--- config.mk ---
export PLATFORM = sky130hd
export DESIGN_NAME = fifo_param_flat
export DESIGN_NICKNAME = d
export VERILOG_FILES = /design/src/rtl/fifo_param_if.sv /design/src/rtl/fifo_param.sv /design/src/flat_wrapper.sv
export SDC_FILE = /design/constraint.sdc
export NUM_CORES = 1
export LEC_CHECK = 0
export CORE_ASPECT_RATIO = 0.75
export CORE_MARGIN = 5
export CORE_UTILIZATION = 51
export CTS_BUF_LIST = sky130_fd_sc_hd__clkbuf_16
export CTS_CLUSTER_DIAMETER = 60
export DETAILED_ROUTE_END_ITERATION = 7
export GPL_TIMING_DRIVEN = 0
export PLACE_DENSITY = 0.8
export SYNTH_ARGS = -nofsm -noshare
export SYNTH_HDL_FRONTEND = slang
export SYNTH_SLANG_ARGS = --single-unit
--- constraint.sdc ---
create_clock -name clk -period 2.2 [get_ports clk]
set_input_delay 0.44 -clock clk [delete_from_list [all_inputs] [get_ports clk]]
set_output_delay 0.44 -clock clk [all_outputs]
set_load 0.03 [all_outputs]
--- src/rtl/fifo_param_if.sv ---
// fifo_param_if: push/pop handshake and status bundle for fifo_param.
// The overflow/underflow status pair exists only when FIFO_STATUS_EN is defined.
interface fifo_param_if #(
   parameter int unsigned DATA_WIDTH = 8,
   parameter int unsigned ADDR_WIDTH = 3
);

   logic                  push;
   logic                  pop;
   logic [DATA_WIDTH-1:0] wdata;
   logic [DATA_WIDTH-1:0] rdata;
   logic                  empty;
   logic                  full;
   logic                  almost_full;
   logic                  almost_empty;
   logic [ADDR_WIDTH:0]   count;
`ifdef FIFO_STATUS_EN
   logic                  overflow;
   logic                  underflow;
`endif

`ifdef FIFO_STATUS_EN
   // Producer/consumer side: drives requests, observes data and status
   modport master (
      output push, pop, wdata,
      input  rdata, empty, full, almost_full, almost_empty, count, overflow, underflow
   );

   // FIFO side
   modport slave (
      input  push, pop, wdata,
      output rdata, empty, full, almost_full, almost_empty, count, overflow, underflow
   );
`else
   // Producer/consumer side: drives requests, observes data and status
   modport master (
      output push, pop, wdata,
      input  rdata, empty, full, almost_full, almost_empty, count
   );

   // FIFO side
   modport slave (
      input  push, pop, wdata,
      output rdata, empty, full, almost_full, almost_empty, count
   );
`endif

endinterface

--- src/rtl/fifo_param.sv ---
// fifo_param: synchronous show-ahead FIFO, DEPTH = 2**ADDR_WIDTH entries.
// Registered occupancy counter; all flags decode combinationally from it.
// Optional sticky overflow/underflow status under macro FIFO_STATUS_EN.
module fifo_param #(
   parameter int unsigned DATA_WIDTH = 8,
   parameter int unsigned ADDR_WIDTH = 3,
   parameter int unsigned AF_LEVEL   = (1 << ADDR_WIDTH) - 1,
   parameter int unsigned AE_LEVEL   = 1
) (
   input logic         clk,
   input logic         rst,
   fifo_param_if.slave bus
);

   localparam int unsigned          DEPTH     = 1 << ADDR_WIDTH;
   localparam logic [ADDR_WIDTH-1:0] PtrOne   = 1;
   localparam logic [ADDR_WIDTH:0]   CntOne   = 1;
   localparam logic [ADDR_WIDTH:0]   CntDepth = (ADDR_WIDTH + 1)'(DEPTH);

   logic [DATA_WIDTH-1:0] mem_q [DEPTH];
   logic [ADDR_WIDTH-1:0] wptr_q, wptr_d;
   logic [ADDR_WIDTH-1:0] rptr_q, rptr_d;
   logic [ADDR_WIDTH:0]   count_q, count_d;

   logic        empty, full, almost_full, almost_empty;
   logic        push_acc, pop_acc;
   int unsigned count_int;

   // Flag decode from the registered occupancy
   always_comb begin
      count_int    = 32'(count_q);
      empty        = (count_q == '0);
      full         = (count_q == CntDepth);
      almost_full  = (count_int >= AF_LEVEL);
      almost_empty = (count_int <= AE_LEVEL);
   end

   // Accept logic: a full FIFO takes a push only when a pop frees the head slot
   always_comb begin
      push_acc = bus.push && (!full || bus.pop);
      pop_acc  = bus.pop && !empty;
   end

   // Next-state for pointers and occupancy; pointers wrap naturally at DEPTH
   always_comb begin
      wptr_d  = wptr_q;
      rptr_d  = rptr_q;
      count_d = count_q;
      if (push_acc) begin
         wptr_d = wptr_q + PtrOne;
      end
      if (pop_acc) begin
         rptr_d = rptr_q + PtrOne;
      end
      if (push_acc && !pop_acc) begin
         count_d = count_q + CntOne;
      end else if (pop_acc && !push_acc) begin
         count_d = count_q - CntOne;
      end
   end

   // Pointer and counter state, cleared asynchronously
   always_ff @(posedge clk or negedge rst) begin
      if (!rst) begin
         wptr_q  <= '0;
         rptr_q  <= '0;
         count_q <= '0;
      end else begin
         wptr_q  <= wptr_d;
         rptr_q  <= rptr_d;
         count_q <= count_d;
      end
   end

   // Storage array, intentionally not reset
   always_ff @(posedge clk) begin
      if (push_acc) begin
         mem_q[wptr_q] <= bus.wdata;
      end
   end

`ifdef FIFO_STATUS_EN
   logic overflow_q, overflow_d;
   logic underflow_q, underflow_d;

   // Sticky error flags; a pop on empty paired with a push is the legal
   // push-only case and is not reported as underflow
   always_comb begin
      overflow_d  = overflow_q;
      underflow_d = underflow_q;
      if (bus.push && full && !bus.pop) begin
         overflow_d = 1'b1;
      end
      if (bus.pop && empty && !bus.push) begin
         underflow_d = 1'b1;
      end
   end

   // Sticky flag registers, cleared only by reset
   always_ff @(posedge clk or negedge rst) begin
      if (!rst) begin
         overflow_q  <= 1'b0;
         underflow_q <= 1'b0;
      end else begin
         overflow_q  <= overflow_d;
         underflow_q <= underflow_d;
      end
   end

   assign bus.overflow  = overflow_q;
   assign bus.underflow = underflow_q;
`endif

   // Show-ahead read port and status outputs
   assign bus.rdata        = mem_q[rptr_q];
   assign bus.empty        = empty;
   assign bus.full         = full;
   assign bus.almost_full  = almost_full;
   assign bus.almost_empty = almost_empty;
   assign bus.count        = count_q;

endmodule

--- src/flat_wrapper.sv ---
// flat-port wrapper written by rule: the top's interface ports become plain ports
module fifo_param_flat 
#(
   parameter int unsigned DATA_WIDTH = 8,
   parameter int unsigned ADDR_WIDTH = 3,
   parameter int unsigned AF_LEVEL   = (1 << ADDR_WIDTH) - 1,
   parameter int unsigned AE_LEVEL   = 1
)
  (clk, rst, bus_push, bus_pop, bus_wdata, bus_rdata, bus_empty, bus_full, bus_almost_full, bus_almost_empty, bus_count);
  fifo_param_if #(.DATA_WIDTH(DATA_WIDTH), .ADDR_WIDTH(ADDR_WIDTH)) bus_i ();
  input logic clk;
  input logic rst;
  input wire logic [$bits(bus_i.push)-1:0] bus_push;
  input wire logic [$bits(bus_i.pop)-1:0] bus_pop;
  input wire logic [$bits(bus_i.wdata)-1:0] bus_wdata;
  output wire logic [$bits(bus_i.rdata)-1:0] bus_rdata;
  output wire logic [$bits(bus_i.empty)-1:0] bus_empty;
  output wire logic [$bits(bus_i.full)-1:0] bus_full;
  output wire logic [$bits(bus_i.almost_full)-1:0] bus_almost_full;
  output wire logic [$bits(bus_i.almost_empty)-1:0] bus_almost_empty;
  output wire logic [$bits(bus_i.count)-1:0] bus_count;
  assign bus_i.push = bus_push;
  assign bus_i.pop = bus_pop;
  assign bus_i.wdata = bus_wdata;
  assign bus_rdata = bus_i.rdata;
  assign bus_empty = bus_i.empty;
  assign bus_full = bus_i.full;
  assign bus_almost_full = bus_i.almost_full;
  assign bus_almost_empty = bus_i.almost_empty;
  assign bus_count = bus_i.count;
  fifo_param #(.DATA_WIDTH(DATA_WIDTH), .ADDR_WIDTH(ADDR_WIDTH), .AF_LEVEL(AF_LEVEL), .AE_LEVEL(AE_LEVEL)) u_core (.clk(clk), .rst(rst), .bus(bus_i));
endmodule
# Word-level counts from Yosys, hierarchy flattened
# Memory sizes are Yosys's and may differ from the RTL's.
# Index checks and enable logic that the tools add are counted.
# classes
n_reduce_logical	11
n_mux	4
n_addsub	4
eq_ne	1
n_lt_le_gt_ge	2
# ops
operator	n
two-way mux 4 bit	2
adder 3 x 1 -> 3 bit (second input constant)	2
adder 4 x 1 -> 4 bit (second input constant)	1
equality test 4 bit (second input constant)	1
>= comparator 4 x 3 -> 1 bit (second input constant)	1
<= comparator 4 x 1 -> 1 bit (second input constant)	1
logical AND 1 bit	4
logical NOT 1 bit	4
logical NOT 4 bit	1
subtractor 4 x 1 -> 4 bit (second input constant)	1
two-way mux 1 bit	2
nonzero test 2 bit	1
logical OR 1 bit	1
# totals
mem_bits_rw	64
regBits	10
out_inout_bits	16
memories	1
wordCells	26
# memory_table
memory	words	word_bits	read_ports	rd_clocked_by_memory_dff	write_ports	line	source
u_core.mem_q	8	8	1	0	1	fifo_param.sv:20	logic [DATA_WIDTH-1:0] mem_q [DEPTH];

# Depth between registers and ports, before layout
# Gate-level depths: netlist of the first run.
# depth
word_depth	8
mapped_depth	10
depth_no_buf	9

# Worst setup path after synthesis of the first run
# Ideal clock, no wire load.
# synth_timing
path_type	reg2reg
from	reg u_core.count_q[0], in the netlist u_core.bus.count[0]
to	mem u_core.mem_q[0][0], enable pin
path_stages_with_launch	7
t_arrival_ns	2.183
period_less_slack_ns	2.578
n_path_buf	1
required_time_ns	1.805
setup_slack_ns	-0.378
setup_ns	0.395
cell_sequence	dfrtp_1 -> inv_1 -> ha_1 -> nor4bb_1 -> nand2b_1 -> buf_2 -> nor4_1
# synth_via
elab_chain_len	6
# synth_lines
element	line	source
start, declared	fifo_param.sv:23	logic [ADDR_WIDTH:0] count_q, count_d;
start signal, assigned	fifo_param.sv:71	count_q <= count_d;
equality test 4 bit	fifo_param.sv:33	full = (count_q == CntDepth);
logical NOT 1 bit	fifo_param.sv:40	push_acc = bus.push && (!full || bus.pop);
logical OR 1 bit	fifo_param.sv:40	
logical AND 1 bit	fifo_param.sv:40	
two-way mux 1 bit	fifo_param.sv:77	if (push_acc) begin
two-way mux 1 bit (implied by the code)	fifo_param.sv:78	mem_q[wptr_q] <= bus.wdata;
end, declared	fifo_param.sv:20	
# No other way between the ends.

# Worst setup path after layout of the first run
# layout_timing
from	reg u_core.rptr_q[1]
to	out bus_rdata[5]
# layout_via
elab_chain_len	1
# layout_lines
element	line	source
start, declared	fifo_param.sv:22	logic [ADDR_WIDTH-1:0] rptr_q, rptr_d;
start signal, assigned	fifo_param.sv:70	rptr_q <= rptr_d;
memory (8 x 8 bit)	-	
end, declared	flat_wrapper.sv:16	output wire logic [$bits(bus_i.rdata)-1:0] bus_rdata;
# No other way between the ends.

==> impl_metrics.csv, run 1 <==
group,metric,value,unit
layout,fin_nets,226,
power_and_ir_drop,p_int,4043,uW
power_and_ir_drop,combPwrFrac,42.9,%
run_status,status,"finished with violations",
timing,tightest_slew,0.8367,ns
placed_design,gp_congestion,0.7093,
routing,postRouteAntennaNets,0,
power_and_ir_drop,pwr-share-clk,23.6,%
timing,fin_ws,-0.1993,ns
setup_path,worstPathRequired,1.76,ns
setup_path,cp_max_fo,5,
timing,finalHoldViolations,0,
placed_design,place_hpwl,3654,um
logic_synthesis,synth_nets,174,
routing,dr_total_vias,1613,
logic_synthesis,postSynthAreaPerCell,19.76,um^2
logic_synthesis,seq_area_frac_synth,70.45,%
floorplanning,design.die.area,7716,um^2
timing,slew_headroom,43.91,%
logic_synthesis,yosysWarnings,0,
setup_path,cp-start-kind,"flop",
worst_hold_path,hold_class,"primary input to async pin",
layout,design_area,3998,um^2
logic_synthesis,yosys.area.top_type,"edfxtp_1",
run_status,violations,"setup timing",
timing,tns,-1.297,ns
logic_synthesis,synth_top_area_share,62.34,%
setup_path,path_class,"flop to primary output",
global_route,antenna_found_initial,0,
logic_synthesis,synthesis.area,3083,um^2
timing,fmax,416.8,MHz
clock_network,cts_tree,"built",
routing,drt_iter0_drc,151,
placed_design,port_buffers,27,
layout,drive_above_1_share,43.19,%
setup_path,cp-end-kind,"primary output",
timing,finalSetupViolations,8,
clock_network,clkLatencyLatePin,0.33,ns
setup_path,crit_arrival,1.96,ns
clock_network,cts_sinks,74,
routing,drt-total-wl,6413,um
power_and_ir_drop,p_per_area,1538,nW/um^2
routing,dr.pass1.iters,4,
floorplanning,die_y,77.34,um
placed_design,place_area,3486,um^2
clock_network,htreeDepth,3,
floorplanning,rows,24,
clock_network,path_clk_slew,0.06,ns
timing,slew_violations,0,
layout,antenna-diode-count,0,
timing,rsz0062_at_grt,"true",
floorplanning,die_w,99.78,um
global_route,grt_pass1_wl,10120,um
routing,wl_per_cell,22.04,um
timing,fin_skew,0.01035,ns
global_route,grt_overflow,0,
logic_synthesis,synth_area_leaders,"edfxtp_1 (62%), mux4_1 (14%), dfrtp_1 (8.1%)",
floorplanning,start_util,52.65,%
routing,via_per_inst,5.543,
layout,syn_to_final_growth,29.67,%
global_route,grt_pass1_vias,1772,
clock_network,root_buffer,"clkbuf_16",
layout,fin_util,68.27,%
routing,drt_drc_violations_left,0,
power_and_ir_drop,peakVddDrop,0.0007979,V
logic_synthesis,synth-seq-cells,74,
global_route,grt_max_degree,15,
clock_network,cts_made_buffers,9,
timing,period_share,109.1,%
floorplanning,io_pins,28,
timing,layout_min_cycle_time,2.399,ns
job,max_cap_violations,0,
global_route,grt_use_total,18.17,%
power_and_ir_drop,p_seq_share,33.6,%
power_and_ir_drop,leakage,0.001422,uW
floorplanning,core_area,5856,um^2
logic_synthesis,synth_cell_types,27,
logic_synthesis,postSynthCellCount,156,
power_and_ir_drop,netSwitchingFraction,34.23,%
clock_network,cts_max_path_buffers,2,
setup_path,reg2reg_depth,10,
power_and_ir_drop,p_sw,2104,uW
layout,nFillCells,358,
power by group through the flow:
| stage | clock network, uW | registers [uW] | logic (uW) |
|---|---|---|---|
| finish | 1450 | 2060 | 2640 |
| global route | 1530 | 2090 | 2790 |
| CTS | 1470 | 2040 | 2590 |
| detailed placement | 0 | 2030 | 2100 |
| global placement | 0 | 1990 | 2050 |
| floorplan | 0 | 2050 | 1360 |
state kept, by name (all words and copies together) (netlist names):
register / cells
u_core.bus.count: 4
u_core.mem_q: 64
u_core.rptr_q: 3
u_core.wptr_q: 3
metal layers:
layer	global-route usage (%)	part of all wire (%)	wire [um]	vias to the layer above
met5	0	0	0	-
met4	7.640	1.4	90	0
met3	4.749	6.8	439	11
met2	30.89	54	3459	69
met1	22.09	38	2424	809
li1	-	-	-	724
worst max-delay path, stage by stage (launching register included):
cell and delay [ns]:
dfrtp_1 0.38, buf_6 0.16, buf_6 0.13, mux4_2 0.52, mux2_4 0.30, buf_6 0.14
layout make-up:
class	instances	area (um^2)	area share, %
Tap cell	78	97.59	2.441
Buffer	5	57.56	1.440
Multi-Input combinational cell	72	929.6	23.26
Timing Repair Buffer	42	415.4	10.39
Sequential cell	74	2178	54.49
Clock buffer	9	225.2	5.634
Inverter	4	20.02	0.5008
Clock inverter	7	73.82	1.847
per-stage QoR:
stage | hold WS, ns | worst slack (ns) | total power [uW] | instances
finish | 0.4442 | -0.1993 | 6147 | 291
global route | 0.4888 | -0.2438 | 6416 | 291
CTS | 0.4532 | -0.1958 | 6107 | 290
detailed placement | 0.5546 | -0.7472 | 4128 | 261
global placement | 0.5271 | -0.6927 | 4033 | 261
floorplan | 0.1444 | -0.03269 | 3406 | 156
final timing paths:
kind | startpoint | end | slack [ns]
max | u_core.rptr_q[1] | bus_rdata[5] | -0.20
min | rst | u_core.rptr_q[1] | 0.44
max reg2reg | u_core.bus.count[1] | u_core.bus.count[3] | 0.04
min reg2reg | u_core.bus.count[2] | u_core.bus.count[2] | 0.60
max in group asynchronous | rst | u_core.bus.count[0] | 1.39
min in group clk | u_core.bus.count[2] | u_core.bus.count[2] | 0.60
synth_stat cells:
| cell | n |
|---|---|
| nor4bb_1 | 1 |
| ha_1 | 6 |
| nand2b_1 | 4 |
| nor3_1 | 5 |
| mux2_2 | 10 |
| inv_1 | 4 |
| o21ai_0 | 1 |
| edfxtp_1 | 64 |
| nor4_1 | 1 |
| buf_12 | 1 |
| nand2_1 | 5 |
| nor2_1 | 8 |
| dfrtp_1 | 10 |
| mux4_1 | 16 |
| o21ai_1 | 1 |
| mux2i_1 | 1 |
| a21oi_1 | 1 |
| xor2_1 | 3 |
| nand4_1 | 1 |
| xnor2_1 | 5 |
| buf_6 | 1 |
| buf_2 | 2 |
| nand3b_1 | 1 |
| clkbuf_1 | 1 |
| buf_1 | 1 |
| o211ai_1 | 1 |
| or4_1 | 1 |
cells by family (layout without fill, tap and decap cells):
kind of cell	Yosys count	after routing	synth area share [%]
compound gates	4	4	0.7301
xor+xnor	8	8	2.273
fa+ha+maj	6	6	2.435
buf+inv	10	67	2.069
flops	74	74	70.45
mux	27	27	17.61
simple gates	27	27	4.424
timing repair:
| item | in CTS | in global routing |
|---|---|---|
| endpoints found under the setup margin | 61 | 38 |
| hold buffers | 0 | 0 |
| setup buffers | 14 | 1 |
| resized for setup | 103 | 14 |
| pin swaps | 4 | 1 |
| gates cloned | 1 | 0 |
cell usage in the layout (no fill, tap or decap), types with 2 or more instances in the layout:
cell,count
mux2_2,4
mux2_4,6
nand2b_1,3
buf_6,12
inv_4,2
nand2_1,5
xnor2_1,5
dfrtp_2,5
mux4_2,16
dfrtp_1,5
inv_6,3
xor2_1,3
nor2_2,3
clkdlybuf4s50_1,14
ha_4,2
nor2_1,5
buf_4,12
dlygate4sd2_1,3
ha_1,4
edfxtp_1,64
nor3_4,3
clkbuf_16,9
(Power assumes the default switching activity.)
==> run 2, diff against run 1 <==
--- a/config.mk
+++ b/config.mk
@@ -11,8 +11,8 @@
 export CTS_BUF_LIST = sky130_fd_sc_hd__clkbuf_16
 export CTS_CLUSTER_DIAMETER = 60
 export DETAILED_ROUTE_END_ITERATION = 7
-export GPL_TIMING_DRIVEN = 0
 export PLACE_DENSITY = 0.8
+export SETUP_SLACK_MARGIN = 0.3
 export SYNTH_ARGS = -nofsm -noshare
 export SYNTH_HDL_FRONTEND = slang
 export SYNTH_SLANG_ARGS = --single-unit
==> impl_metrics.csv, run 2 (synthesis results as in run 1) <==
group,metric,value,unit
layout,syn_to_final_growth,41.27,%
global_route,top_usage_layer,"met2",
timing,timing.hold.ws,0.4517,ns
routing,drt-total-wl,7597,um
global_route,grt_use_total,19.52,%
run_status,violations,"setup timing",
floorplanning,die_y,77.34,um
global_route,grt_pass1_wl,10900,um
layout,final_common_cell,"edfxtp_1",
clock_network,path_clk_slew,0.06,ns
setup_path,r2r-start,"u_core.bus.count[1]",
floorplanning,start_util,52.65,%
timing,finalSetupViolations,8,
floorplanning,die_w,99.78,um
timing,finalHoldViolations,0,
job,max_cap_violations,0,
routing,drt_drc_violations_left,0,
worst_hold_path,hold_class,"primary input to async pin",
layout,fin_cells,310,
setup_path,reg2reg_depth,9,
clock_network,cts_made_buffers,9,
clock_network,root_buffer,"clkbuf_16",
timing,period_share,106.9,%
global_route,grt_pass1_vias,1895,
power_and_ir_drop,power.total,6766,uW
placed_design,dp_slack,-0.2845,ns
routing,wl_per_cell,24.51,um
power_and_ir_drop,p_sw,2331,uW
routing,dr.pass1.iters,5,
global_route,grtUsageMet2,32.16,%
clock_network,hold_buffers,0,
clock_network,cts_sinks,74,
setup_path,path_cells,"buf_6, buf_8, mux4_2, mux2_4, buf_6",
placed_design,port_buffers,27,
setup_path,crit_arrival,1.91,ns
floorplanning,io_pins,28,
placed_design,place_hpwl,3875,um
placed_design,gp_congestion,0.7028,
setup_path,cp.buffers_inverters,3,
timing,fin_ws,-0.1520,ns
power_and_ir_drop,netSwitchingFraction,34.45,%
setup_path,cp-end-kind,"primary output",
power_and_ir_drop,p_int,4435,uW
timing,fmax,425.2,MHz
timing,rsz0062_at_grt,"true",
routing,drt_iter0_drc,135,
timing,layout_min_cycle_time,2.352,ns
setup_path,worstPathRequired,1.76,ns
layout,top_register,"u_core.mem_q",
setup_path,rr_endpoint,"u_core.bus.count[3]",
setup_path,cp-start-kind,"flop",
layout,final_cell_mix,"edfxtp_1 (64), buf_4 (23), buf_6 (20)",
power_and_ir_drop,combPwrFrac,46.5,%
setup_path,cpLargestDelayFamily,"multiplexers",
clock_network,cts_tree,"built",
global_route,use_met3,7.168,%
setup_path,crit_top_cell,"buf_6",
setup_path,slowest_stage,"mux4_2",
power_and_ir_drop,p_per_area,1553,nW/um^2
floorplanning,core_area,5856,um^2
global_route,grt_overflow,0,
timing,slew_headroom,60.91,%
setup_path,cpPeakStageDelay,0.51,ns
routing,via_per_inst,5.703,
power_and_ir_drop,pwr-share-clk,23.1,%
global_route,antenna_found_initial,0,
layout,design_area,4355,um^2
power_and_ir_drop,peakVddDrop,0.0008274,V
routing,postRouteAntennaNets,0,
setup_path,cp_max_fo,5,
global_route,grt_max_degree,17,
placed_design,dp_cells,268,
timing,tightest_slew,0.5845,ns
timing,slew_violations,0,
timing,fin_skew,0.007107,ns
power_and_ir_drop,p_seq_share,30.4,%
setup_path,rrSetupSlack,0.06,ns
clock_network,htreeDepth,3,
run_status,status,"finished with violations",
floorplanning,design.die.area,7716,um^2
layout,largest_reg_flops,64,
routing,dr_total_vias,1768,
placed_design,place_area,3640,um^2
setup_path,path_class,"flop to primary output",
global_route,grtUsageMet1,24.63,%
floorplanning,rows,24,
power_and_ir_drop,leakage,0.001586,uW
layout,fin_nets,245,
layout,antenna-diode-count,0,
layout,drive_above_1_share,53.88,%
clock_network,clkLatencyLatePin,0.34,ns
clock_network,cts_max_path_buffers,2,
## run 2: cell count changes in the layout (fill, tap and decap cells not counted), moves of 2 or more
cell / delta
buf_4: +11
buf_6: +8
nor2_4: +6
buf_12: +5
clkdlybuf4s50_1: -4
nor2_1: -4
dlygate4sd2_1: +2
ha_1: -2
inv_6: -2
mux2_2: -2
mux2_4: +2
nand2_1: -2
nand2_2: +2
nor2_2: -2
## run 2: timing repair
item / 4_1_cts / 5_1_grt
pin swaps: 5 / 18
setup endpoints to repair: 80 / 54
resized for setup: 103 / 36
buffers inserted: 12 / 13
cloned: 1 / 0
## run 2: worst max-delay path by stage
stage	to	from	depth (start not counted)	slack, ns
finish	bus_rdata[3]	u_core.rptr_q[1]	5	-0.15
global route	bus_rdata[3]	u_core.rptr_q[1]	5	-0.19
CTS	bus_rdata[3]	u_core.rptr_q[1]	5	-0.12
detailed placement	u_core.mem_q[5][6]	bus_pop	4	-0.28
global placement	bus_rdata[4]	u_core.rptr_q[1]	4	-0.21
floorplan	u_core.bus.count[3]	u_core.bus.count[0]	10	0.04
## run 2: power by group through the flow
| stage | sequential [uW] | combinational, uW | clock (uW) |
|---|---|---|---|
| after floorplan | 2060 | 1510 | 0 |
| after global placement | 2000 | 2280 | 0 |
| after detailed placement | 2030 | 2350 | 0 |
| after CTS | 2020 | 2720 | 1560 |
| after global routing | 2080 | 3320 | 1660 |
| final | 2060 | 3150 | 1560 |
## run 2: layer usage
layer | share of wire, % | routed length (um)
met1 | 38 | 2875
met2 | 52 | 3988
met3 | 8.3 | 629
met4 | 1.4 | 104
met5 | 0 | 0
## run 2: layout make-up
type / instances / area (um^2)
clock inverter: 7 / 93.84
clock buffer: 9 / 225.2
inverter: 4 / 17.52
multi-input combinational: 72 / 1039
timing repair buffer: 66 / 704.4
sequential: 74 / 2178
tap: 78 / 97.59
fill: 308 / 1500
## run 2: metrics by stage
stage,TNS (ns),util (%)
after CTS,-0.8757,69.96
final,-1.057,74.38
after detailed placement,-12.63,62.16
after global routing,-1.459,74.38
after global placement,-8.898,62.16
after floorplan,0,-
==> run 3, diff against run 2 <==
--- a/config.mk
+++ b/config.mk
@@ -12,6 +12,7 @@
 export CTS_CLUSTER_DIAMETER = 60
 export DETAILED_ROUTE_END_ITERATION = 7
 export PLACE_DENSITY = 0.8
+export RECOVER_POWER = 25
 export SETUP_SLACK_MARGIN = 0.3
 export SYNTH_ARGS = -nofsm -noshare
 export SYNTH_HDL_FRONTEND = slang
==> impl_metrics.csv, run 3 (synthesis results as in run 1) <==
group,metric,value,unit
floorplanning,start_util,52.65,%
floorplanning,io_pins,28,
clock_network,cts_tree,"built",
power_and_ir_drop,peakVddDrop,0.0008274,V
global_route,grt_pass1_vias,1895,
setup_path,cp-start-kind,"flop",
layout,nFillCells,308,
worst_hold_path,hold_class,"primary input to async pin",
routing,via_per_inst,5.697,
placed_design,gp_congestion,0.7028,
layout,final_common_cell,"edfxtp_1",
routing,drt_drc_violations_left,0,
timing,fmax,425.3,MHz
setup_path,path_class,"flop to primary output",
clock_network,cts_made_buffers,9,
routing,postRouteAntennaNets,0,
floorplanning,rows,24,
layout,antenna-diode-count,0,
timing,timing.hold.ws,0.5221,ns
clock_network,path_clk_slew,0.06,ns
layout,syn_to_final_growth,41.27,%
power_and_ir_drop,p_per_area,1551,nW/um^2
timing,finalHoldViolations,0,
timing,tns,-1.047,ns
layout,design_area,4355,um^2
placed_design,port_buffers,27,
clock_network,cts_sinks,74,
timing,finalSetupViolations,8,
timing,rsz0062_at_grt,"true",
global_route,grt_max_degree,17,
global_route,antenna_found_initial,0,
timing,fin_ws,-0.1512,ns
timing,fin_skew,0.007052,ns
job,max_cap_violations,0,
clock_network,hold_buffers,0,
layout,largest_reg_flops,64,
global_route,grt_overflow,0,
placed_design,place_hpwl,3875,um
layout,fin_nets,245,
timing,slew_headroom,61.76,%
setup_path,reg2reg_depth,9,
setup_path,crit_arrival,1.91,ns
routing,drt-total-wl,7579,um
floorplanning,design.die.area,7716,um^2
setup_path,cp_max_fo,5,
global_route,grt_pass1_wl,10900,um
setup_path,cp-end-kind,"primary output",
power_and_ir_drop,leakage,0.001587,uW
layout,register_area,2178,um^2
run_status,violations,"setup timing",
routing,drt_iter0_drc,135,
layout,drive_above_1_share,53.88,%
timing,slew_violations,0,
run_status,status,"finished with violations",
clock_network,cts_max_path_buffers,2,
timing,tightest_slew,0.5718,ns
placed_design,place_area,3640,um^2
routing,dr.pass1.iters,5,
layout,fin_cells,310,
setup_path,worstPathRequired,1.76,ns
clock_network,root_buffer,"clkbuf_16",
floorplanning,core_area,5856,um^2
routing,wl_per_cell,24.45,um
routing,dr_total_vias,1766,
timing,period_share,106.9,%
layout,final_cell_mix,"edfxtp_1 (64), buf_4 (23), buf_6 (20)",
global_route,grt_use_total,19.52,%
timing,layout_min_cycle_time,2.351,ns
placed_design,dp_slack,-0.2845,ns
placed_design,dp_cells,268,
layout,multi_input_area,1039,um^2
floorplanning,die_w,99.78,um
clock_network,clkLatencyLatePin,0.33,ns
clock_network,htreeDepth,3,
layout,top_register,"u_core.mem_q",
floorplanning,die_y,77.34,um
==> run 3: cell count changes in the layout (fill, tap and decap cells not counted), sizes merged <==
cell,delta
dlygate4sd3,+5
clkdlybuf4s50,-5
==> run 3: final cells by class <==
class	instances	share of cell area, %
multi-input combinational	72	23.84
clock buffer	9	5.171
tap	78	2.241
timing repair buffer	66	16.17
sequential	74	50.01
inverter	4	0.4022
clock inverter	7	2.155
==> run 3: final timing paths <==
kind | from | endpoint | slack (ns)
min reg2reg | u_core.rptr_q[2] | u_core.rptr_q[2] | 0.54
max in group asynchronous | rst | u_core.rptr_q[1] | 1.29
max reg2reg | u_core.bus.count[1] | u_core.bus.count[3] | 0.06
max | u_core.rptr_q[1] | bus_rdata[3] | -0.15
min in group clk | u_core.rptr_q[2] | u_core.rptr_q[2] | 0.54
min | rst | u_core.rptr_q[0] | 0.52
==> run 3: report_power, final <==
group          switching (uW)  internal, uW  total (uW)
Combinational            1520          1620        3140
Sequential                240          1820        2060
Clock                     566           992        1560
==> run 3: repair_timing <==
action | 4_1_cts | 5_1_grt
pin swaps | 5 | 18
endpoints found under the setup margin | 80 | 54
resized for setup | 103 | 36
gates cloned | 1 | 0
buffers inserted | 12 | 13
==> run 3: through the flow <==
| step | total power (uW) | util (%) |
|---|---|---|
| floorplan | 3566 | - |
| global placement | 4282 | 62.16 |
| detailed placement | 4379 | 62.16 |
| CTS | 6294 | 69.96 |
| global route | 7052 | 74.38 |
| finish | 6757 | 74.38 |
==> run 3: metal layers <==
layer	vias up	wire length, um	global-route usage (%)
li1	758	-	-
met1	896	2874	24.63
met2	99	3958	32.16
met3	13	620	7.168
met4	0	124	5.184
met5	-	0	0
==> run 3: worst max-delay path, stage by stage, from the launching register on <==
cell and delay, ns:
dfrtp_2 0.39, buf_6 0.12, buf_8 0.12, mux4_2 0.51, mux2_4 0.29, buf_6 0.14
